<file path="src/rtl/mem_arb_pkg.sv">
// Shared types for the IF/MEM unified-bus arbiter.
// Optional round-robin tie-break: define MEM_ARB_RR_EN.
package mem_arb_pkg;

  localparam int ADDR_W_DEF = 32;
  localparam int DATA_W_DEF = 32;

  typedef enum logic [1:0] {
    IDLE,
    BUSY_I,
    BUSY_D
  } state_e;

  typedef enum logic {
    OWN_I = 1'b0,
    OWN_D = 1'b1
  } owner_e;

endpackage

</file>
<file path="src/rtl/mem_arbiter_if.sv">
// Requester, bus and stall-request bundle of the memory arbiter.
// master = arbiter view, slave = pipeline/memory view.
interface mem_arbiter_if #(
  parameter int ADDR_W = mem_arb_pkg::ADDR_W_DEF,
  parameter int DATA_W = mem_arb_pkg::DATA_W_DEF
) ();

  logic              if_req;
  logic [ADDR_W-1:0] if_addr;
  logic              if_gnt;
  logic              if_rvalid;
  logic [DATA_W-1:0] if_rdata;

  logic                dm_req;
  logic                dm_we;
  logic [DATA_W/8-1:0] dm_be;
  logic [ADDR_W-1:0]   dm_addr;
  logic [DATA_W-1:0]   dm_wdata;
  logic                dm_gnt;
  logic                dm_rvalid;
  logic [DATA_W-1:0]   dm_rdata;

  logic                bus_req;
  logic                bus_we;
  logic [DATA_W/8-1:0] bus_be;
  logic [ADDR_W-1:0]   bus_addr;
  logic [DATA_W-1:0]   bus_wdata;
  logic                bus_ready;
  logic [DATA_W-1:0]   bus_rdata;

  logic stallreq_if;
  logic stallreq_mem;

  modport master (
    input  if_req, if_addr,
    output if_gnt, if_rvalid, if_rdata,
    input  dm_req, dm_we, dm_be, dm_addr, dm_wdata,
    output dm_gnt, dm_rvalid, dm_rdata,
    output bus_req, bus_we, bus_be, bus_addr, bus_wdata,
    input  bus_ready, bus_rdata,
    output stallreq_if, stallreq_mem
  );

  modport slave (
    output if_req, if_addr,
    input  if_gnt, if_rvalid, if_rdata,
    output dm_req, dm_we, dm_be, dm_addr, dm_wdata,
    input  dm_gnt, dm_rvalid, dm_rdata,
    input  bus_req, bus_we, bus_be, bus_addr, bus_wdata,
    output bus_ready, bus_rdata,
    input  stallreq_if, stallreq_mem
  );

endinterface

</file>
<file path="src/rtl/mem_arbiter_pick2.sv">
// Two-way request picker; data wins ties unless MEM_ARB_RR_EN,
// where the side that did not win last time takes the tie.
module arb_pick2
  import mem_arb_pkg::*;
(
  input  logic   req_i,
  input  logic   req_d,
  input  owner_e last_owner,
  output logic   grant_valid,
  output owner_e grant_owner
);

  owner_e tie_owner;

`ifdef MEM_ARB_RR_EN
  assign tie_owner = (last_owner == OWN_I) ? OWN_D : OWN_I;
`else
  logic unused_last;
  assign unused_last = last_owner;
  assign tie_owner   = OWN_D;
`endif

  always_comb begin
    grant_valid = req_i | req_d;
    grant_owner = OWN_I;
    unique case (1'b1)
      (req_i & req_d):  grant_owner = tie_owner;
      (req_d & ~req_i): grant_owner = OWN_D;
      default:          grant_owner = OWN_I;
    endcase
  end

endmodule

</file>
<file path="src/rtl/mem_arbiter.sv">
// Serialises IF and MEM requests onto one memory bus port.
// Define MEM_ARB_RR_EN for round-robin tie-breaking.
module mem_arbiter
  import mem_arb_pkg::*;
#(
  parameter int ADDR_W = ADDR_W_DEF,
  parameter int DATA_W = DATA_W_DEF
) (
  input logic clk,
  input logic rst,
  mem_arbiter_if.master mif
);

  localparam int BE_W = DATA_W / 8;

  state_e state_q, state_d;
  owner_e last_owner, pick_owner;

  logic pick_valid, arb_pt, grant;
  logic gnt_i, gnt_d;
  logic busy_i, busy_d, ret_i, ret_d;

  logic              bus_we_q;
  logic [BE_W-1:0]   bus_be_q;
  logic [ADDR_W-1:0] bus_addr_q;
  logic [DATA_W-1:0] bus_wdata_q;

  logic              rvalid_i_q, rvalid_d_q;
  logic [DATA_W-1:0] rdata_i_q, rdata_d_q;

`ifdef MEM_ARB_RR_EN
  owner_e last_q;
  always_ff @(posedge clk) begin
    if (rst)        last_q <= OWN_I;
    else if (grant) last_q <= pick_owner;
  end
  assign last_owner = last_q;
`else
  assign last_owner = OWN_I;
`endif

  arb_pick2 u_pick (
    .req_i       (mif.if_req),
    .req_d       (mif.dm_req),
    .last_owner  (last_owner),
    .grant_valid (pick_valid),
    .grant_owner (pick_owner)
  );

  assign busy_i = (state_q == BUSY_I);
  assign busy_d = (state_q == BUSY_D);
  assign ret_i  = busy_i & mif.bus_ready;
  assign ret_d  = busy_d & mif.bus_ready;

  // The completing cycle doubles as the next arbitration point.
  assign arb_pt = ~rst & ((state_q == IDLE) | mif.bus_ready);
  assign grant  = arb_pt & pick_valid;
  assign gnt_i  = grant & (pick_owner == OWN_I);
  assign gnt_d  = grant & (pick_owner == OWN_D);

  always_comb begin
    state_d = state_q;
    if (arb_pt) begin
      if (!grant)                   state_d = IDLE;
      else if (pick_owner == OWN_D) state_d = BUSY_D;
      else                          state_d = BUSY_I;
    end
  end

  always_ff @(posedge clk) begin
    if (rst) begin
      state_q     <= IDLE;
      bus_we_q    <= 1'b0;
      bus_be_q    <= '0;
      bus_addr_q  <= '0;
      bus_wdata_q <= '0;
      rvalid_i_q  <= 1'b0;
      rvalid_d_q  <= 1'b0;
      rdata_i_q   <= '0;
      rdata_d_q   <= '0;
    end else begin
      state_q    <= state_d;
      rvalid_i_q <= ret_i;
      rvalid_d_q <= ret_d;
      if (ret_i) rdata_i_q <= mif.bus_rdata;
      if (ret_d) rdata_d_q <= bus_we_q ? '0 : mif.bus_rdata;
      if (gnt_d) begin
        bus_we_q    <= mif.dm_we;
        bus_be_q    <= mif.dm_be;
        bus_addr_q  <= mif.dm_addr;
        bus_wdata_q <= mif.dm_wdata;
      end else if (gnt_i) begin
        bus_we_q    <= 1'b0;
        bus_be_q    <= '1;
        bus_addr_q  <= mif.if_addr;
        bus_wdata_q <= '0;
      end
    end
  end

  assign mif.if_gnt    = gnt_i;
  assign mif.dm_gnt    = gnt_d;
  assign mif.if_rvalid = rvalid_i_q;
  assign mif.dm_rvalid = rvalid_d_q;
  assign mif.if_rdata  = rdata_i_q;
  assign mif.dm_rdata  = rdata_d_q;

  assign mif.bus_req   = (state_q != IDLE);
  assign mif.bus_we    = bus_we_q;
  assign mif.bus_be    = bus_be_q;
  assign mif.bus_addr  = bus_addr_q;
  assign mif.bus_wdata = bus_wdata_q;

  // A requester stalls from its request (grant cycle included) until rvalid.
  assign mif.stallreq_if  = ~rst & (mif.if_req | busy_i) & ~rvalid_i_q;
  assign mif.stallreq_mem = ~rst & (mif.dm_req | busy_d) & ~rvalid_d_q;

endmodule

</file>
<file path="src/flat_wrapper.sv">
// flat-port wrapper written by rule: the top's interface ports become plain ports
module mem_arbiter_flat import mem_arb_pkg::*;
#(
  parameter int ADDR_W = ADDR_W_DEF,
  parameter int DATA_W = DATA_W_DEF
)
  (clk, rst, mif_if_req, mif_if_addr, mif_if_gnt, mif_if_rvalid, mif_if_rdata, mif_dm_req, mif_dm_we, mif_dm_be, mif_dm_addr, mif_dm_wdata, mif_dm_gnt, mif_dm_rvalid, mif_dm_rdata, mif_bus_req, mif_bus_we, mif_bus_be, mif_bus_addr, mif_bus_wdata, mif_bus_ready, mif_bus_rdata, mif_stallreq_if, mif_stallreq_mem);
  mem_arbiter_if #(.ADDR_W(ADDR_W), .DATA_W(DATA_W)) mif_i ();
  input logic clk;
  input logic rst;
  input wire logic [$bits(mif_i.if_req)-1:0] mif_if_req;
  input wire logic [$bits(mif_i.if_addr)-1:0] mif_if_addr;
  output wire logic [$bits(mif_i.if_gnt)-1:0] mif_if_gnt;
  output wire logic [$bits(mif_i.if_rvalid)-1:0] mif_if_rvalid;
  output wire logic [$bits(mif_i.if_rdata)-1:0] mif_if_rdata;
  input wire logic [$bits(mif_i.dm_req)-1:0] mif_dm_req;
  input wire logic [$bits(mif_i.dm_we)-1:0] mif_dm_we;
  input wire logic [$bits(mif_i.dm_be)-1:0] mif_dm_be;
  input wire logic [$bits(mif_i.dm_addr)-1:0] mif_dm_addr;
  input wire logic [$bits(mif_i.dm_wdata)-1:0] mif_dm_wdata;
  output wire logic [$bits(mif_i.dm_gnt)-1:0] mif_dm_gnt;
  output wire logic [$bits(mif_i.dm_rvalid)-1:0] mif_dm_rvalid;
  output wire logic [$bits(mif_i.dm_rdata)-1:0] mif_dm_rdata;
  output wire logic [$bits(mif_i.bus_req)-1:0] mif_bus_req;
  output wire logic [$bits(mif_i.bus_we)-1:0] mif_bus_we;
  output wire logic [$bits(mif_i.bus_be)-1:0] mif_bus_be;
  output wire logic [$bits(mif_i.bus_addr)-1:0] mif_bus_addr;
  output wire logic [$bits(mif_i.bus_wdata)-1:0] mif_bus_wdata;
  input wire logic [$bits(mif_i.bus_ready)-1:0] mif_bus_ready;
  input wire logic [$bits(mif_i.bus_rdata)-1:0] mif_bus_rdata;
  output wire logic [$bits(mif_i.stallreq_if)-1:0] mif_stallreq_if;
  output wire logic [$bits(mif_i.stallreq_mem)-1:0] mif_stallreq_mem;
  assign mif_i.if_req = mif_if_req;
  assign mif_i.if_addr = mif_if_addr;
  assign mif_if_gnt = mif_i.if_gnt;
  assign mif_if_rvalid = mif_i.if_rvalid;
  assign mif_if_rdata = mif_i.if_rdata;
  assign mif_i.dm_req = mif_dm_req;
  assign mif_i.dm_we = mif_dm_we;
  assign mif_i.dm_be = mif_dm_be;
  assign mif_i.dm_addr = mif_dm_addr;
  assign mif_i.dm_wdata = mif_dm_wdata;
  assign mif_dm_gnt = mif_i.dm_gnt;
  assign mif_dm_rvalid = mif_i.dm_rvalid;
  assign mif_dm_rdata = mif_i.dm_rdata;
  assign mif_bus_req = mif_i.bus_req;
  assign mif_bus_we = mif_i.bus_we;
  assign mif_bus_be = mif_i.bus_be;
  assign mif_bus_addr = mif_i.bus_addr;
  assign mif_bus_wdata = mif_i.bus_wdata;
  assign mif_i.bus_ready = mif_bus_ready;
  assign mif_i.bus_rdata = mif_bus_rdata;
  assign mif_stallreq_if = mif_i.stallreq_if;
  assign mif_stallreq_mem = mif_i.stallreq_mem;
  mem_arbiter #(.ADDR_W(ADDR_W), .DATA_W(DATA_W)) u_core (.clk(clk), .rst(rst), .mif(mif_i));
endmodule
</file>
<file path="config.mk">
export PLATFORM = sky130hd
export DESIGN_NAME = mem_arbiter_flat
export DESIGN_NICKNAME = d
export VERILOG_FILES = /design/src/rtl/mem_arb_pkg.sv /design/src/rtl/mem_arbiter_if.sv /design/src/rtl/mem_arbiter_pick2.sv /design/src/rtl/mem_arbiter.sv /design/src/flat_wrapper.sv
export SDC_FILE = /design/constraint.sdc
export NUM_CORES = 1
export LEC_CHECK = 0
export CAP_MARGIN = 20
export CORE_MARGIN = 1.5
export CORE_UTILIZATION = 38
export DETAILED_ROUTE_END_ITERATION = 8
export HOLD_SLACK_MARGIN = 0.15
export PLACE_DENSITY_LB_ADDON = 0.2
export SLEW_MARGIN = 25
export SYNTH_ARGS = -nofsm -noshare
export SYNTH_HDL_FRONTEND = slang
export SYNTH_SLANG_ARGS = --single-unit
</file>
<file path="constraint.sdc">
create_clock -name clk -period 1.9 [get_ports clk]
set_clock_uncertainty 0.2 [all_clocks]
set_input_delay 0.38 -clock clk [delete_from_list [all_inputs] [get_ports clk]]
set_output_delay 0.38 -clock clk [all_outputs]
set_load 0.01 [all_outputs]
</file>
**Word level (Yosys, flattened, before mapping)**

Cells that the tools add are included.

- Eq/ne operators: 2
- Muxes and demuxes: 12
- Bitwise operators: 21
- Reductions and logical operators: 4

Operators by type and width:

| cell | number |
|---|---|
| two-way mux 32 bit | 5 |
| AND 1 bit | 12 |
| two-way mux 4 bit | 2 |
| inverter 1 bit | 5 |
| two-way mux 2 bit | 2 |
| bitwise OR 1 bit | 4 |
| nonzero test 2 bit | 2 |
| two-way mux 1 bit | 3 |
| equality test 2 x 1 -> 1 bit, second input constant | 1 |
| equality test 2 bit, second input constant | 1 |
| logical NOT 2 bit | 1 |
| OR reduction 2 bit | 1 |

- Bits in registers: 137
- Input bits: 138
- Output and inout port bits: 140
- Logic and storage cells: 48

**Depth between registers and ports, before layout**

- Word-level depth: 8
- Gate-level depth with buffers: 6
- Gate-level depth less buffers: 4

**Cells and area by module**

A second synthesis with hierarchy kept.

- Cells, all modules: 560
- Area, all modules: 5,205.0 um^2

By module, submodules not included:

| module | instances | cells an instance | area an instance (um^2) |
|---|---|---|---|
| mem_arbiter | 1 | 558 | 5,195.0 |
| arb_pick2 | 1 | 2 | 10.0 |

**Least setup slack after synthesis**

Ideal clock, no wire load.

- Kind: input to output
- From: input port mif_dm_req
- To: output port mif_if_gnt
- Data arrival time: 1,130 ps
- Required time: 1,320 ps
- Setup slack: 190 ps
- Cell stages on the path: 5
- Path buffers: 3
- Path through: buf_6 -> nor2b_1 -> buf_2 -> buf_2 -> nor2b_1

- Word-level cells in the longest chain between the ends: 5

RTL lines:

| item | RTL line | source |
|---|---|---|
| start, declared | flat_wrapper.sv:16 | `input wire logic [$bits(mif_i.dm_req)-1:0] mif_dm_req;` |
| AND 1 bit, on equally long branches | mem_arbiter_pick2.sv:27, mem_arbiter_pick2.sv:28 |  |
| OR reduction 2 bit (no line) | -- |  |
| two-way mux 1 bit | mem_arbiter_pick2.sv:26 | `unique case (1'b1)` |
| inverter 1 bit | mem_arbiter.sv:58 | `assign gnt_i = grant & (pick_owner == OWN_I);` |
| AND 1 bit (*) | mem_arbiter.sv:58 |  |
| end, declared | flat_wrapper.sv:13 | `output wire logic [$bits(mif_i.if_gnt)-1:0] mif_if_gnt;` |

Every way passes the cells marked *; elsewhere a longest branch is shown, timed or not.

**Final worst setup path**

- From: register u_core.bus_wdata_q[17], in the netlist u_core.mif.bus_wdata[17]
- To: output port mif_bus_wdata[17]

RTL lines:

| item | RTL line | source |
|---|---|---|
| start, declared | mem_arbiter.sv:26 | `logic [DATA_W-1:0] bus_wdata_q;` |
| start signal, assigned | mem_arbiter.sv:91 | `bus_wdata_q <= mif.dm_wdata;` |
| end, declared | flat_wrapper.sv:28 | `output wire logic [$bits(mif_i.bus_wdata)-1:0] mif_bus_wdata;` |

No word-level cell between the ends.

==> results.py <==
metrics = {
    "status": {
        "status": "finished clean",
    },
    "routing": {
        "wire_per_inst_um": 17.0,
        "drc": 0,
        "final_antenna_net_count": 0,
        "dr.pass1.iters": 4,
        "viasPerCell": 5.05,
        "drt_iter0_drc": 177,
        "wl_um": 15300,
        "via_count": 4539,
    },
    "clock_tree": {
        "cts.sinks": 137,
        "clkLatencyLatePin_ns": 0.41,
        "clock_path_buffers": 2,
        "root_buffer": "clkbuf_16",
        "cts_buffers": 17,
        "clk_transition_reported_paths_ns": 0.06,
        "cts_max_level": 4,
        "cts_tree": "built",
    },
    "yosys": {
        "yosysUniqueCellTypes": 27,
        "syn_nets": 577,
        "synthArstFlopShare_pct": 0,
        "ys_seq_elements": 137,
        "ys_seq_area_share_pct": 58.1,
        "avgSynthCellArea_um2": 10.7,
        "synth_cells": 439,
        "synth_warnings": 0,
        "synth_edf_count": 0,
        "netlist_area_um2": 4720,
        "synth_ff_type": "dfxtp_1",
    },
    "global_route": {
        "grt_pass1_vias": 4669,
        "track_usage_pct": 23.2,
        "grt_pass1_wl_um": 23400,
        "grt_overflow": 0,
        "grt_max_degree": 51,
        "antenna_found_initial": 0,
    },
    "layout": {
        "diodes": 0,
        "syn_to_final_growth_pct": 77.6,
        "seqCellArea_um2": 2750,
        "fillCellCount": 956,
        "nNetsFinal": 855,
        "multiInputGateArea_um2": 1770,
        "drive_gt1_share_pct": 9.86,
        "final_cell_area_um2": 8380,
    },
    "die": {
        "die_w_um": 114,
        "io_pins": 278,
        "initial_core_util_pct": 39.1,
        "num_rows": 40,
        "core_um2": 12100,
        "die_y_um": 114,
        "die_area_um2": 13100,
    },
    "place": {
        "place_area_um2": 7700,
        "finalWeightedCongestion": 0.762,
        "port_buffers": 277,
        "dp_slack_ns": -0.537,
        "hpwl_um": 11100,
    },
    "pwr": {
        "max-vdd-ir-drop_mv": 0.545,
        "power_density_nw_per_um2": 892,
        "leakage_uw": 0.00437,
    },
    "sta": {
        "hold_violations": 0,
        "tns_ns": 0,
        "worst_slew_pin_slew_ns": 0.410,
        "rsz0062_at_grt": "true",
        "max_freq_mhz": 533,
        "whs_ns": 0.223,
        "slew_viol_final": 0,
        "final.period_utilization_pct": 98.7,
        "setup_viol": 0,
        "relSlewSlack_pct": 72.6,
        "fin_crit_ns": 1.88,
        "fin_ws_ns": 0.0245,
    },
    "worst_setup_path": {
        "cp_slowest_stage_delay_ns": 0.55,
        "cp_cell_sequence": "clkdlybuf4s50_1",
        "start_kind": "register",
        "worst-path-buf-inv": 1,
        "path_class": "reg2out",
        "crit_required_ns": 1.32,
        "critPathTopFamily": "buffers and inverters",
        "crit_arrival_ns": 1.30,
        "slowest_stage": "clkdlybuf4s50_1",
        "cp_max_fo": 2,
        "end_kind": "output pin",
    },
    "flow_run": {
        "cap_violations": 0,
    },
    "worst_hold_path": {
        "hold_path.class": "in2reg",
    },
}
-- state kept, by name, summed over array words and instances, names as in the netlist --
register	count
u_core.mif.bus_addr	32
u_core.mif.bus_wdata	32
u_core.mif.dm_rdata	32
u_core.mif.if_rdata	32
u_core.mif.bus_be	4
u_core.state_q	2
u_core.mif.bus_we	1
u_core.mif.dm_rvalid	1
u_core.mif.if_rvalid	1
-- per-layer routing --
layer	wire [µm]	GRT usage, %	share of wire (%)	vias to the layer above
met3	1440	9.58	9.4	27
met5	0	0	0	-
li1	-	-	-	2170
met4	348	10.3	2.3	0
met1	5830	25.0	38	2136
met2	7650	39.9	50	206
-- report_power, final --
group / internal, µW / leakage (µW) / switching, µW
combinational: 602 / 0.00297 / 433
clock: 2060 / 0.000281 / 1260
sequential: 3030 / 0.00112 / 84.2
total: 5690 / 0.00437 / 1780
-- area by class of cell --
| type | instances | share of cell area, % |
|---|---|---|
| inverter | 2 | 0.0896 |
| clock buffer | 17 | 5.08 |
| tap | 168 | 2.51 |
| multi-input combinational | 259 | 21.1 |
| sequential | 137 | 32.8 |
| timing repair buffer | 300 | 36.3 |
| clock inverter | 15 | 2.12 |
-- cell families after synthesis --
logic type      count (synthesis)  share of synthesized area [%]
compound gates                172                           28.5
buf+inv                        43                           5.20
flops                         137                           58.1
simple gates                   87                           8.17
-- synth_stat cells, types with 2 or more instances --
cell / number / area share (%)
clkbuf_1: 8 / 0.64
nand3b_1: 2 / 0.32
o22a_1: 4 / 0.74
a22oi_1: 32 / 5.1
buf_2: 25 / 2.7
nor3_1: 2 / 0.21
nand2b_1: 2 / 0.27
a21oi_2: 2 / 0.37
a22o_1: 65 / 12
buf_6: 7 / 1.7
nor2_1: 3 / 0.24
and3b_1: 2 / 0.37
dfxtp_1: 137 / 58
nor2b_1: 8 / 1.1
o2bb2ai_1: 32 / 5.9
nand2_1: 64 / 5.1
a21oi_1: 34 / 3.6
-- timing repair --
item,CTS,global route
hold buffers,1,0
setup endpoints to repair,77,62
resized for setup,99,67
endpoints found under the hold margin,2,0
setup buffers,0,0
cloned,0,0
pin swaps,0,1
-- stage by stage --
stage	cells	util (%)	total power (µW)
6_report	898	69.5	7470
5_1_grt	898	69.5	7770
4_1_cts	898	68.1	7560
3_3_place_gp	865	63.8	4270
3_5_place_dp	865	63.8	4290
2_1_floorplan	439	-	3560
-- layout by cell type, fill, tap and decap left out, types with 3 or more instances in the layout --
master,n
a21oi_1,34
a22o_1,65
a22oi_1,32
buf_12,5
buf_2,5
buf_4,17
bufinv_16,3
clkbuf_16,17
clkdlybuf4s50_1,138
clkinv_2,3
clkinv_4,3
clkinvlp_4,5
dfxtp_1,135
dlygate4sd2_1,73
dlymetal6s2s_1,59
nand2_1,64
nor2_1,3
nor2b_1,6
o22a_1,4
o2bb2ai_1,32
-- path summary, 6_finish.rpt --
check / start / end / slack, ns / depth (start not counted)
hold reg to reg: u_core.mif.if_rdata[29]$_SDFFE_PP0P_ / u_core.mif.if_rdata[29]$_SDFFE_PP0P_ / 0.25 / 2
setup / recovery: u_core.mif.bus_wdata[17]$_SDFFE_PP0P_ / mif_bus_wdata[17] / 0.02 / 1
setup reg to reg: u_core.state_q[0]$_SDFFE_PP0P_ / u_core.mif.dm_rdata[15]$_SDFFE_PP0P_ / 0.32 / 5
hold / removal: mif_bus_ready / u_core.state_q[1]$_SDFFE_PP0P_ / 0.22 / 3
(Power assumes the default switching activity.)
